[src/rtl/doodle_pkg.sv]
// Shared definitions for the doodle game movers: screen defaults and the
// vertical motion state encoding.
package doodle_pkg;

   localparam int unsigned DEF_SCREEN_WIDTH  = 400;
   localparam int unsigned DEF_SCREEN_HEIGHT = 700;

   typedef enum logic [1:0] {
      RISE = 2'd0,
      FALL = 2'd1,
      DEAD = 2'd2
   } motion_state_t;

endpackage

[src/rtl/doodle_motion_controller_if.sv]
// Game-step bus between the game logic / collision detector and the doodle
// motion controller.
interface doodle_motion_controller_if;

   logic        tick;
   logic        moveLeft;
   logic        moveRight;
   logic        hasCollide;
   logic [31:0] collisionY;
   logic [31:0] doodleX;
   logic [31:0] doodleY;
   logic        isFalling;
   logic        landed;
   logic        gameOver;

   modport master (
      output tick, moveLeft, moveRight, hasCollide, collisionY,
      input  doodleX, doodleY, isFalling, landed, gameOver
   );

   modport slave (
      input  tick, moveLeft, moveRight, hasCollide, collisionY,
      output doodleX, doodleY, isFalling, landed, gameOver
   );

endinterface

[src/rtl/doodle_x_wrap.sv]
// Combinational next-x for a horizontal mover on a wrapping screen; shared by
// the doodle and later enemy/monster movers.
module doodle_x_wrap
   import doodle_pkg::*;
#(
   parameter int unsigned SCREEN_WIDTH = DEF_SCREEN_WIDTH,
   parameter int unsigned X_STEP       = 4
) (
   input  logic [31:0] x_i,
   input  logic        move_left_i,
   input  logic        move_right_i,
   output logic [31:0] x_o
);

   localparam logic [31:0] WIDTH = 32'(SCREEN_WIDTH);
   localparam logic [31:0] STEP  = 32'(X_STEP);

   logic [31:0] sum_right;

   always_comb begin
      sum_right = x_i + STEP;
      x_o       = x_i;
      if (move_right_i && !move_left_i) begin
         x_o = (sum_right >= WIDTH) ? sum_right - WIDTH : sum_right;
      end else if (move_left_i && !move_right_i) begin
         // Left wrap adds the width first so the subtraction never underflows.
         x_o = (x_i < STEP) ? x_i + WIDTH - STEP : x_i - STEP;
      end
   end

endmodule

[src/rtl/doodle_motion_controller.sv]
// Doodle position owner: unit-step jump/fall sequencing, landing on collision,
// horizontal wrap motion and game-over when falling off the bottom.
//
//   state | meaning
//   RISE  | moving up one unit per tick for JUMP_HEIGHT ticks; collisions ignored
//   FALL  | moving down one unit per tick; a collision lands and starts a new jump
//   DEAD  | fell off the bottom at y = 0; everything frozen until rst
module doodle_motion_controller
   import doodle_pkg::*;
#(
   parameter int unsigned SCREEN_WIDTH  = DEF_SCREEN_WIDTH,
   parameter int unsigned SCREEN_HEIGHT = DEF_SCREEN_HEIGHT,
   parameter int unsigned START_Y       = 100,
   parameter int unsigned JUMP_HEIGHT   = 150,
   parameter int unsigned X_STEP        = 4
) (
   input  logic                       clk,
   input  logic                       rst,
   doodle_motion_controller_if.slave  bus
);

   if (JUMP_HEIGHT < 1 || X_STEP < 1 || X_STEP >= SCREEN_WIDTH || SCREEN_HEIGHT < 1) begin : g_param_check
      $error("doodle_motion_controller: invalid geometry parameters");
   end

   localparam logic [31:0] RISE_LAST = 32'(JUMP_HEIGHT - 1);

   motion_state_t state_q, state_d;
   logic [31:0]   rise_cnt_q, rise_cnt_d;
   logic [31:0]   x_q, x_d;
   logic [31:0]   y_q, y_d;
   logic          landed_q, landed_d;
   logic [31:0]   x_next;

   doodle_x_wrap #(
      .SCREEN_WIDTH (SCREEN_WIDTH),
      .X_STEP       (X_STEP)
   ) u_x_wrap (
      .x_i          (x_q),
      .move_left_i  (bus.moveLeft),
      .move_right_i (bus.moveRight),
      .x_o          (x_next)
   );

   always_ff @(posedge clk) begin
      if (rst) begin
         state_q    <= RISE;
         rise_cnt_q <= '0;
         x_q        <= 32'(SCREEN_WIDTH / 2);
         y_q        <= 32'(START_Y);
         landed_q   <= 1'b0;
      end else begin
         state_q    <= state_d;
         rise_cnt_q <= rise_cnt_d;
         x_q        <= x_d;
         y_q        <= y_d;
         landed_q   <= landed_d;
      end
   end

   always_comb begin
      state_d    = state_q;
      rise_cnt_d = rise_cnt_q;
      x_d        = x_q;
      y_d        = y_q;
      landed_d   = 1'b0;
      if (bus.tick) begin
         unique case (state_q)
            RISE: begin
               x_d = x_next;
               y_d = y_q + 32'd1;
               if (rise_cnt_q == RISE_LAST) begin
                  state_d    = FALL;
                  rise_cnt_d = '0;
               end else begin
                  rise_cnt_d = rise_cnt_q + 32'd1;
               end
            end
            FALL: begin
               x_d = x_next;
               // Landing beats death so a platform at y = 0 still catches the doodle.
               if (bus.hasCollide) begin
                  y_d        = bus.collisionY;
                  state_d    = RISE;
                  rise_cnt_d = '0;
                  landed_d   = 1'b1;
               end else if (y_q == 32'd0) begin
                  state_d = DEAD;
               end else begin
                  y_d = y_q - 32'd1;
               end
            end
            default: ;
         endcase
      end
   end

   assign bus.doodleX   = x_q;
   assign bus.doodleY   = y_q;
   assign bus.isFalling = (state_q == FALL);
   assign bus.gameOver  = (state_q == DEAD);
   assign bus.landed    = landed_q;

endmodule

[src/flat_wrapper.sv]
// flat-port wrapper written by rule: the top's interface ports become plain ports
module doodle_motion_controller_flat import doodle_pkg::*;
#(
   parameter int unsigned SCREEN_WIDTH  = DEF_SCREEN_WIDTH,
   parameter int unsigned SCREEN_HEIGHT = DEF_SCREEN_HEIGHT,
   parameter int unsigned START_Y       = 100,
   parameter int unsigned JUMP_HEIGHT   = 150,
   parameter int unsigned X_STEP        = 4
)
  (clk, rst, bus_tick, bus_moveLeft, bus_moveRight, bus_hasCollide, bus_collisionY, bus_doodleX, bus_doodleY, bus_isFalling, bus_landed, bus_gameOver);
  doodle_motion_controller_if bus_i ();
  input  logic clk;
  input  logic rst;
  input wire logic [$bits(bus_i.tick)-1:0] bus_tick;
  input wire logic [$bits(bus_i.moveLeft)-1:0] bus_moveLeft;
  input wire logic [$bits(bus_i.moveRight)-1:0] bus_moveRight;
  input wire logic [$bits(bus_i.hasCollide)-1:0] bus_hasCollide;
  input wire logic [$bits(bus_i.collisionY)-1:0] bus_collisionY;
  output wire logic [$bits(bus_i.doodleX)-1:0] bus_doodleX;
  output wire logic [$bits(bus_i.doodleY)-1:0] bus_doodleY;
  output wire logic [$bits(bus_i.isFalling)-1:0] bus_isFalling;
  output wire logic [$bits(bus_i.landed)-1:0] bus_landed;
  output wire logic [$bits(bus_i.gameOver)-1:0] bus_gameOver;
  assign bus_i.tick = bus_tick;
  assign bus_i.moveLeft = bus_moveLeft;
  assign bus_i.moveRight = bus_moveRight;
  assign bus_i.hasCollide = bus_hasCollide;
  assign bus_i.collisionY = bus_collisionY;
  assign bus_doodleX = bus_i.doodleX;
  assign bus_doodleY = bus_i.doodleY;
  assign bus_isFalling = bus_i.isFalling;
  assign bus_landed = bus_i.landed;
  assign bus_gameOver = bus_i.gameOver;
  doodle_motion_controller #(.SCREEN_WIDTH(SCREEN_WIDTH), .SCREEN_HEIGHT(SCREEN_HEIGHT), .START_Y(START_Y), .JUMP_HEIGHT(JUMP_HEIGHT), .X_STEP(X_STEP)) u_core (.clk(clk), .rst(rst), .bus(bus_i));
endmodule
[config.mk]
export PLATFORM = sky130hd
export DESIGN_NAME = doodle_motion_controller_flat
export DESIGN_NICKNAME = d
export VERILOG_FILES = /design/src/rtl/doodle_pkg.sv /design/src/rtl/doodle_motion_controller_if.sv /design/src/rtl/doodle_x_wrap.sv /design/src/rtl/doodle_motion_controller.sv /design/src/flat_wrapper.sv
export SDC_FILE = /design/constraint.sdc
export NUM_CORES = 1
export LEC_CHECK = 0
export CAP_MARGIN = 20
export CORE_MARGIN = 2
export CORE_UTILIZATION = 58
export CTS_BUF_LIST = sky130_fd_sc_hd__clkbuf_4
export DETAILED_ROUTE_END_ITERATION = 7
export PLACE_DENSITY = 0.83
export SETUP_SLACK_MARGIN = 0.1
export SLEW_MARGIN = 20
export SYNTH_ARGS = -nofsm -noshare
export SYNTH_HDL_FRONTEND = slang
export SYNTH_SLANG_ARGS = --single-unit
[constraint.sdc]
create_clock -name clk -period 5.2 [get_ports clk]
set_clock_uncertainty 0.15 [all_clocks]
set_input_delay 0.78 -clock clk [delete_from_list [all_inputs] [get_ports clk]]
set_output_delay 0.78 -clock clk [all_outputs]
set_load 0.03 [all_outputs]
==> results of run 1 <==
logic make-up after synthesis:
kind of cell | Yosys count | share of synthesized area [%]
xor gates and xnor gates | 87 | 9.40
adders and majority gates | 10 | 1.54
muxes | 8 | 1.00
other | 1 | 0.0462
buffers and inverters | 115 | 5.69
DFF | 97 | 23.9
AOI/OAI and AO/OA | 298 | 22.5
and+or+nand+nor | 569 | 35.9
registers in the layout, summed over array words and instances, names as in the netlist:
register	flops
u_core.bus.doodleY	32
u_core.rise_cnt_q	32
u_core.bus.doodleX	30
u_core.state_q	2
u_core.bus.landed	1
area by class of cell:
cell class | instances | area (um2) | share of cell area [%]
Clock buffer | 9 | 67.6 | 0.731
Clock inverter | 6 | 81.3 | 0.880
Inverter | 23 | 86.3 | 0.934
Multi-Input combinational cell | 974 | 5730 | 61.9
Sequential cell | 97 | 1940 | 21.0
Tap cell | 180 | 225 | 2.44
Timing Repair Buffer | 116 | 1120 | 12.1
path summary, 6_finish.rpt:
path / start / end / cells after the start
setup / recovery: u_core.bus.doodleX[2] / u_core.bus.doodleX[7] / 10
hold / removal: u_core.rise_cnt_q[23] / u_core.rise_cnt_q[23] / 2
setup reg to reg: u_core.bus.doodleX[2] / u_core.bus.doodleX[7] / 10
hold reg to reg: u_core.rise_cnt_q[23] / u_core.rise_cnt_q[23] / 2
power groups by stage:
stage	Combinational [mW]	Clock, mW	Sequential, mW
3_3_place_gp	0.597	0	0.817
4_1_cts	0.603	0.474	0.802
6_report	0.617	0.476	0.804
3_5_place_dp	0.600	0	0.818
5_1_grt	0.667	0.503	0.808
2_1_floorplan	0.433	0	0.821
worst max-delay path, delay by kind of cell (launching register included):
family,cells,cell delay (ps)
xor gates and xnor gates,1,230
adders and majority gates,1,490
and+or+nand+nor,7,2660
muxes,1,300
DFF,1,600
layer usage:
layer  GRT usage (%)  vias up  part of all wire, %  wire [um]
met1            49.1     4215                   45      11300
met4            10.8        0                  2.2        539
met3            5.44       45                   10       2550
li1                -     4385                    -          -
met2            49.5      479                   43      10700
met5               0        -                    0          0
cells in the final DEF, fill, tap and decap left out, types with 23 or more instances in the layout:
cell / n
xnor2_1: 47
nand4_1: 33
nor2_1: 164
clkdlybuf4s50_1: 100
a21oi_1: 79
dfxtp_1: 97
xor2_1: 40
nand3_1: 40
nor4_1: 33
nor3_1: 62
o21ai_0: 82
and3_1: 23
inv_1: 23
nand2_1: 109
==> impl_results.md, run 1 <==
* Setup_tns at 0 ps
* Via count at 9124
* Psw at 0.740 mW
* Fmax at 220 MHz
* Worst Hold Class: reg2reg
* Initial antenna violation count at 0
* Worst skew pair latency at 520 ps
* PostCTS Resize Cnt at 0
* Commonest cells in the netlist: nor2_1, nand2_1, dfxtp_1
* Fill cells at between 1000 and 1500
* Final WS setup at 655 ps
* Mapped cell area at 8110 um2
* Cell Pwr Density at 205 nW/um2
* Iter 0 DRT Violations at 1001
* Initial core utilization at 58.9%
* Synth Area per Inst at approximately 6.8 um2
* DR WL/cell at 17.8 um
* Post-DP HPWL at around 18000 um
* Clk network pwr share at 25.1%
* Die Area at 14900 um2
* Slew @ Worst Pin at 1010 ps
* Fin crit share at between 80 and 90%
* Fin. max-slew vios at 0
* R2R setup slack at between 600 and 700 ps
* CP Capture Type: register
* Critical Path AT at 4790 ps
* Synth area leaders: dfxtp_1, nor2_1, xnor2_1
* Pint at 1.16 mW
* MaxCap Viol Count at 0
* Max clock buf depth at 2
* CTS tree: yes
* Grt total ovfl at 0
* Slowest cell on crit path: nor4_1
* Hold_buf cts at 0
* DRT Wirelength at 25100 um
* Cells after DPL at 1390
* Slew Limit Headroom at 32.1%
* CTS clk-pin slew, worst paths at 180 ps
* First-pass GRT wire length at between 40000 and 50000 um
* Fin area at 9240 um2
* Antenna fix cells at 0
* Area leader, netlist: dfxtp_1
* Core ar. at 13800 um2
* Post-route DRC at 0
* Clock period minus worst slack at roughly 4500 ps
* Main synth FF type: dfxtp_1
* Seq/Total Area, Yosys at 23.9%
* Setup CP Type: reg2reg
* Crit-path cells: ha_1 > nand3_2 > nor4_1 > nand4_1 > xnor2_1 > or4_1 > nor4_4 > mux2i_1 > nor3_1 > or3b_1
* Sw Share at 39.0%
* Most frequent cell after synthesis: nor2_1
* CP max FO at 13
* # IOs at 105
* Die Span Y at 122 um
* Combinational fraction of design power at 32.5%
* Yosys top cell area share at 23.9%
* Outcome: completed
* Max H-tree Level at 3
* RePlAce Congestion at 0.975
* Pre-CTS setup slack at 761 ps
* Post-CTS Setup Inserts at 0
* Root Driver: clkbuf_4
* Largest net degree at the start of global routing at 51
* Layout area overhead at 14.0%
* Warnings, synthesis at 0
* Mapped Cells at between 1000 and 1500
* #FFs+latches synth at 97
* Site Rows at 43
* Maximum vdd drop at 124 uV
* Final Power at 1.90 mW
* Vias in the first global route at 7919
* Post-layout net count at 1269
* EDFF count, synth at 0
* Crit-path max cell delay at approximately 740 ps
* Vias per cell at 6.49
* CTS sink cnt at between 90 and 100
* Hold Fails Final Rpt at 0
* Port Buffer Count at 102
* Fraction of layout cells with a size suffix above 1 at 4.90%
* CP required at 5450 ps
* Iteration count of the initial detailed-routing pass at 5
* RSZ-0062 raised after global routing: no
* Static leakage at 3.20 nW
* Post-layout util at 67.1%
* Routed Antenna Nets at 0
* Crit path launch type: register
* Cts bufs inserted at 9
* Synth cell types at 67
* Setup-failing EPs final at 0
* Die Width at between 100 and 150 um
* Post-route insts no fill at 1405
* Post-synth ARST share at 0%
* Reg power frac at 42.4%
* WHS at between 300 and 400 ps
* Dpl cell area at 9080 um2
* GR Util All Layers at about 33%
Power figures use the tool's default switching activity.
==> inputs of run 2 (changes only) <==
- HOLD_SLACK_MARGIN: unset -> 0.06
==> results of run 2 <==
No change in the layout: final DEF, timing and power equal those of run 1.
==> inputs of run 3 (changes only) <==
- CAP_MARGIN: 20 -> unset
- CORE_UTILIZATION: 58 -> 49
- PLACE_DENSITY: 0.83 -> 0.72
==> run 3 against run 2 <==
Register-to-register slack lost 40 ps; flip-flop and latch count did not move; setup slack got worse by 44 ps; worst hold slack worse by 4.2 ps; first-iteration DRC count grew 9.4%; die area grew 18%; global-route usage down 4.3 points; via count is essentially flat; critical path type unchanged; largest cell class unchanged.
==> impl_results.md, run 3 (synthesized netlist as in run 1, its figures left out) <==
* CTS sink cnt at 97
* Iteration count of the initial detailed-routing pass at 6
* Antenna fix cells at 0
* Grt total ovfl at 0
* Layout area overhead at 14.2%
* Cts bufs inserted at 9
* Crit path launch type: register
* CTS clk-pin slew, worst paths at 170 ps
* Outcome: completed
* Vias in the first global route at 8017
* Initial core utilization at between 40 and 50%
* Most frequent cells in the layout: nor2_1, nand2_1, clkdlybuf4s50_1, dfxtp_1, o21ai_0
* Slew @ Worst Pin at ~1000 ps
* Fin crit share at 88.3%
* Core ar. at 16400 um2
* Post-DP HPWL at 18000 um
* Die Span Y at 133 um
* Setup-failing EPs final at 0
* Static leakage at 3.19 nW
* Post-route insts no fill at 1446
* Clock period minus worst slack at 4590 ps
* Dpl cell area at 9130 um2
* Site Rows at 47
* Post-layout util at 56.5%
* RSZ-0062 raised after global routing: no
* Cells after DPL at 1430
* Final Power at 1.84 mW
* Routed Antenna Nets at 0
* Largest net degree at the start of global routing at 51
* Die Area at 17600 um2
* Fraction of layout cells with a size suffix above 1 at ~5%
* Port Buffer Count at roughly 100
* CP max FO at 13
* Iter 0 DRT Violations at roughly 1100
* Post-CTS Setup Inserts at 0
* Hold_buf cts at 0
* Crit path top cell by count: nand3_2
* RePlAce Congestion at 0.998
* Setup_tns at 0 ps
* Max H-tree Level at 3
* Maximum vdd drop at 118 uV
* Critical Path AT at slightly below 5000 ps
* Cell Pwr Density at ~200 nW/um2
* PostCTS Resize Cnt at 0
* Max clock buf depth at 2
* Fin area at 9260 um2
* Crit-path max cell delay at 710 ps
* M1 GR Usage at 41.1%
* Crit-path cells: ha_1 > nand3_2 > or4_1 > or4_4 > nand3_2 > and3_1 > nand4_1 > mux2i_1 > a21oi_1 > mux2_2
* GR met3 Demand/Resource at 6.78%
* Root Driver: clkbuf_4
* # IOs at 105
* CTS tree: yes
* Fin. max-slew vios at 0
* Initial antenna violation count at 0
* CP Capture Type: register
* MaxCap Viol Count at 0
* DR WL/cell at about 18 um
* Most common cell after layout, fill and taps aside: nor2_1
* Worst Hold Class: reg2reg
* Worst skew pair latency at approximately 500 ps
* Via count at a little over 9000
* GR Util met2 at about 44%
* Post-layout net count at 1269
* Slowest cell on crit path: or4_1
* Setup CP Type: reg2reg
* Die Width at 133 um
* Post-route DRC at 0
* Slew Limit Headroom at 30.4%
* GR Util All Layers at roughly 29%
* GRT Max-Usage Layer: met2
* CP required at 5460 ps
* Hold Fails Final Rpt at 0
* Fmax at 218 MHz
* Vias per cell at 6.31
* First-pass GRT wire length at about 42000 um
* DRT Wirelength at 25700 um
run 3: cell types whose count changed in the layout (fill, tap and decap cells not counted), sizes merged:
| cell | delta |
|---|---|
| bufinv | -1 |
| clkinv | +1 |
| clkinvlp | +1 |
run 3: through the flow:
stage	hold slack [ps]	worst slack (ps)
2_1_floorplan	313	1230
3_3_place_gp	328	888
3_5_place_dp	336	741
4_1_cts	361	709
5_1_grt	396	376
6_report	365	611
run 3: final cells by class:
cell class	count	area [um2]
fillers	1590	7140
multi-input cells	974	5720
flip-flops and latches	97	1940
repair buffers	116	1120
well taps	220	275
inverters	23	86.3
clock buffers	9	67.6
clock inverters	7	58.8
run 3: worst max-delay path, delay by kind of cell (launching register included):
kind	cells	cell delay, ps
simple gates	6	2440
mux	2	610
flops	1	600
fa+ha+maj	1	530
compound gates	1	170
run 3: final timing paths:
kind	from	end	slack, ps	cells after the start
setup / recovery	u_core.bus.doodleX[3]	u_core.bus.doodleX[9]	610	10
hold / removal	u_core.rise_cnt_q[31]	u_core.rise_cnt_q[31]	370	2
setup reg to reg	u_core.bus.doodleX[3]	u_core.bus.doodleX[9]	610	10
hold reg to reg	u_core.rise_cnt_q[31]	u_core.rise_cnt_q[31]	370	2
run 3: power by group:
group          leakage [nW]  total [mW]  switching [mW]  internal (mW)
Clock                0.0692       0.411           0.304          0.107
Sequential            0.784       0.807          0.0474          0.760
Combinational          2.33       0.625           0.379          0.247
run 3: layer usage:
metal  vias up  share of wire (%)
met3        41                8.6
li1       4381                  -
met5         -                  0
met4         0                2.0
met2       403                 43
met1      4294                 46
